[src/rtl/inverter.sv]
// Registered two's-complement negation: R = ~A + 1 through an L-bit ripple-carry
// incrementer, one cycle of latency, with optional clamping of the most-negative operand.
module inverter #(
    parameter int L        = 4,
    parameter bit SATURATE = 1'b0
) (
    input  logic         clk,
    input  logic         rst,
    input  logic         in_valid,
    input  logic [L-1:0] A,
    output logic         out_valid,
    output logic [L-1:0] R,
    output logic         ovf
);

    logic [L-1:0] w_not;
    logic [L-1:0] w_carry;
    logic [L-1:0] w_sum;
    logic         w_ovf;
    logic [L-1:0] w_result;

    logic         r_valid;
    logic [L-1:0] r_result;
    logic         r_ovf;

    assign w_not      = ~A;
    assign w_carry[0] = 1'b1;

    // Carry out of the top bit is not needed, so the chain stops at bit L-1.
    for (genvar i = 0; i < L; i++) begin : g_ripple
        assign w_sum[i] = w_not[i] ^ w_carry[i];
        if (i < L - 1) begin : g_carry
            assign w_carry[i+1] = w_not[i] & w_carry[i];
        end
    end

    assign w_ovf = A[L-1] & ~(|A[L-2:0]);

    always_comb begin
        w_result = w_sum;
        if (SATURATE && w_ovf) begin
            w_result = {1'b0, {(L-1){1'b1}}};
        end
    end

    // NOTE: non-blocking assignments keep every register sampling pre-edge values.
    always_ff @(posedge clk) begin
        if (rst) begin
            r_valid  <= 1'b0;
            r_result <= '0;
            r_ovf    <= 1'b0;
        end else begin
            r_valid <= in_valid;
            if (in_valid) begin
                r_result <= w_result;
                r_ovf    <= w_ovf;
            end
        end
    end

    assign out_valid = r_valid;
    assign R         = r_result;
    assign ovf       = r_ovf;

endmodule

[config.mk]
export PLATFORM = sky130hd
export DESIGN_NAME = inverter
export DESIGN_NICKNAME = d
export VERILOG_FILES = /design/src/rtl/inverter.sv
export SDC_FILE = /design/constraint.sdc
export NUM_CORES = 1
export LEC_CHECK = 0
export CAP_MARGIN = 20
export CORE_AREA = 3 3 40 42
export DETAILED_ROUTE_END_ITERATION = 12
export DIE_AREA = 0 0 43 45
export GPL_TIMING_DRIVEN = 0
export SKIP_CTS_REPAIR_TIMING = 1
export SLEW_MARGIN = 25
export SYNTH_ARGS = -nofsm -noshare
export SYNTH_HDL_FRONTEND = slang
export SYNTH_SLANG_ARGS = --single-unit
[constraint.sdc]
create_clock -name clk -period 1.3 [get_ports clk]
set_input_delay 0.26 -clock clk [delete_from_list [all_inputs] [get_ports clk]]
set_output_delay 0.26 -clock clk [all_outputs]
set_load 0.02 [all_outputs]
* Word level (Yosys, flattened, before mapping) *
Cells that the tools add are included.

operators by class
  $add $sub $neg = 0
  multipliers = 0
  divide/modulo/power cells = 0
  $lt $le $gt $ge = 0
  equal/unequal tests = 0
  shift operators = 0
  mux-type cells = 0
  bitwise gates (word level) = 9
  reductions and logical operators = 1

operators by type and width
  kind                number
  4-bit NOT           1
  1-bit AND           3
  3-bit OR reduction  1
  1-bit XOR           3
  1-bit NOT           2

storage, ports and cells
  register bits = 6
  bits in latches = 0
  RAM bits = 0
  memory bits (read-only) = 0
  bits of input ports = 7
  logic and storage cells = 13
  memories kept = 0

* Depth between registers and ports, before layout *
  depth after elaboration = 4
  depth in mapped cells = 6
  gate-level depth less buffers = 6

* Least setup slack after synthesis *
OpenSTA, ideal clock, no wires.

  kind = input port to flip-flop
  from = input A[0]
  to = register r_result[3] (netlist: R[3])
  data arrival time = 1096 ps
  required time = 1221 ps
  path slack = 124 ps
  cell stages on the path = 5
  cell sequence = inv_1 -> ha_1 -> ha_1 -> ha_1 -> a211oi_2

between the ends
  cells in the longest elaborated chain, start to end = 4

RTL lines
  item                     RTL line  RTL
  from (decl)              10        input logic [L-1:0] A,
  4-bit NOT                26        assign w_not = ~A;
  1-bit AND (2 in series)  33        assign w_carry[i+1] = w_not[i] & w_carry[i];
  1-bit XOR                31        assign w_sum[i] = w_not[i] ^ w_carry[i];
  to (signal assigned)     55        r_result <= w_result;
  to (decl)                23        logic [L-1:0] r_result;

Every way passes these cells.
A chain may end at the register's enable or synchronous reset.

* Worst setup path after layout *
  from = input A[2]
  to = register r_result[3] (netlist: R[3])

between the ends
  cells in the longest elaborated chain, start to end = 3

RTL lines
  item       RTL line
  4-bit NOT  26
  1-bit AND  33
  1-bit XOR  31

Every way passes these cells.

==> metrics.md <==
| Metric | Value |
|---|---|
| Status | complete, no violations |
| Slew HR | 84.2% |
| Initial antenna violation count | 0 |
| Crit share post-route | 89.3% |
| Most frequent cells in the layout | 8 x dlymetal6s2s_1, 6 x dfxtp_1, 5 x nor2_1 |
| RSZ-0062 raised after global routing | false |
| Gr ovfl total | 0 |
| Mux cell area share after synthesis | 15.5% |
| Antenna fix cells | 0 |
| Hold WC Path Type | input pin to flop |
| Synth cell types | 8 |
| Clk sinks | 6 |
| DRT Pass-1 Iters | 1 |
| Syn Nets | 34 |
| R2R depth | 2 |
| Adder-cell share of the synthesized area | 14.6% |
| Post-synthesis compound-gate area fraction | 4.85% |
| Warnings, synthesis | 0 |
| Footprint of the multi-input gates | 153 um^2 |
| I/O pin cnt | 13 |
| Most common cell on crit path | ha_4 |
| Fillers | 140 |
| Total GRT Usage | 6.76% |
| CTS Root Cell | clkbuf_4 |
| Max Cap Violations | 0 |
| Simple-gate share of the synthesized area | 9.71% |
| Commonest non-fill, non-tap cell in the layout | dlymetal6s2s_1 |
| Wire length per cell | 10.4 um |
| Die ar. | 1940 um^2 |
| Clk slew on worst S/H paths | 40 ps |
| Via Count | 211 |
| DIE WIDTH | 43 um |
| Slowest-stage cell, CP | clkdlybuf4s50_1 |
| Peak VDD IR | 452 uV |
| Cell area after synthesis | 258 um^2 |
| Xor and xnor area share after synthesis | 0% |
| ANT nets after route | 0 |
| FP Rows | 13 |
| Crit-path max cell delay | 450 ps |
| Setup Skew | 0 ps |
| Largest family of logic cells by synthesized area | multiplexers |
| Power per cell area | 999 nW/um^2 |
| Nets | 50 |
| Die Ht | 45 um |
| Synth Register Bits | 6 |
| TritonCTS clock tree | yes |
| Drt drc | 0 |
| I/O Buffers | 11 |
| Count of final max-slew check failures | 0 |
| Hpwl dp | 391 um |
| Final core occ | 36.3% |
| Post-Syn Instances | 24 |
| Final Hold Fails | 0 |
| Initial cell density of the core | 20.1% |
| Critical path, cell by cell | clkdlybuf4s50_1 > inv_1 > ha_4 > ha_4 > a211oi_2 |
| Final min period | 1160 ps |
| Crit start category | input pin |
| Clock latency on the worst-skew pair | 240 ps |
| CP Max Fanout | 1 |
| WP data required | 1460 ps |
| Htree depth | 1 |
| Via/cell ratio | 3.98 |
| Initial drt markers | 0 |
| Avg Inst Size Synth | 10.7 um^2 |
| Hold Path Depth | 2 |
| Achievable Freq | 861 MHz |
| First-pass GRT wire length | 848 um |
| Final setup viols | 0 |
| WS Path Type | input pin to flop |
| Pleak | 0.296 nW |
| Setup TNS | 0 ps |
| Slew @ Worst Pin | 237 ps |
| Sequential cell area | 120 um^2 |
| CTS max path bufs | 2 |
| Layout cells sized above 1 | 23.7% |
| Pin count of the biggest net entering global routing | 8 |
| CTS buffer count | 3 |
| Area growth syn-to-layout | 81.1% |
| Setup crit end kind | flop |
| Arr. time, crit path | 1330 ps |
| Core Region | 1280 um^2 |
| Final WL | 553 um |
| Vias in the first global route | 190 |
| Seq/Total Area, Yosys | 46.6% |
| GP Congestion | 0.676 |
==> cell usage after synthesis <==
library cell	count	area [um^2]
inv_1	3	11.3
ha_1	3	37.5
nor2_1	5	18.8
dfxtp_1	6	120
buf_6	1	11.3
nor2b_1	1	6.26
a211oi_2	1	12.5
mux2i_1	4	40.0
==> routing by layer <==
layer	global-route usage, %	wire length, um	up-vias
met5	0	0	-
li1	-	-	105
met3	4.78	47	0
met1	8.47	257	98
met4	5.42	0	0
met2	7.49	248	8
==> power by group <==
group | total [mW] | switching [mW] | leakage [nW] | internal, mW
Clock | 0.171 | 0.0670 | 0.0138 | 0.104
Combinational | 0.0943 | 0.0428 | 0.233 | 0.0515
Sequential | 0.201 | 0.00498 | 0.0495 | 0.196
Total | 0.466 | 0.115 | 0.296 | 0.352
==> cell type report <==
| cell class | count | area share [%] |
|---|---|---|
| multi-input combinational | 14 | 32.7 |
| timing repair buffer | 11 | 27.9 |
| sequential | 6 | 25.7 |
| clock buffer | 3 | 4.83 |
| tap | 15 | 4.02 |
| buffer | 1 | 2.41 |
| inverter | 3 | 2.41 |
==> registers in the layout, summed over array words and instances, names as in the netlist <==
register   count
R              4
out_valid      1
ovf            1
==> worst max-delay path, delay by kind of cell <==
kind | cells | cell delay [ps]
AO/OA/AOI/OAI | 1 | 190
buffers and inverters | 2 | 510
adder cells (fa/ha/maj) | 2 | 360
==> path summary, 6_finish.rpt <==
check                    start                 to  slack [ps]
max                       A[2]  R[3]$_SDFFE_PP0P_         140
min                   in_valid  R[3]$_SDFFE_PP0P_         240
max reg2reg  R[0]$_SDFFE_PP0P_  R[0]$_SDFFE_PP0P_         680
min reg2reg  R[2]$_SDFFE_PP0P_  R[2]$_SDFFE_PP0P_         490
==> stage by stage <==
step                      cell area, um^2  instances  setup slack (ps)  hold slack, ps  total power, mW
after floorplan                       258         24               124             332            0.247
after global placement                387         50              -411             474            0.291
after detailed placement              387         50              -434             490            0.291
after CTS                             409         53              -173             230            0.471
after global routing                  467         53               140             232            0.499
final                                 467         53               139             242            0.466
==> cell families (layout without fill, tap and decap cells) <==
group	Yosys count	in the layout
flip-flops	6	6
AND/OR/NAND/NOR	6	6
AO/OA/AOI/OAI	1	1
adder cells (fa/ha/maj)	3	3
multiplexers	4	4
buffers and inverters	4	18
Note: power is estimated with default switching activity, not from simulation.
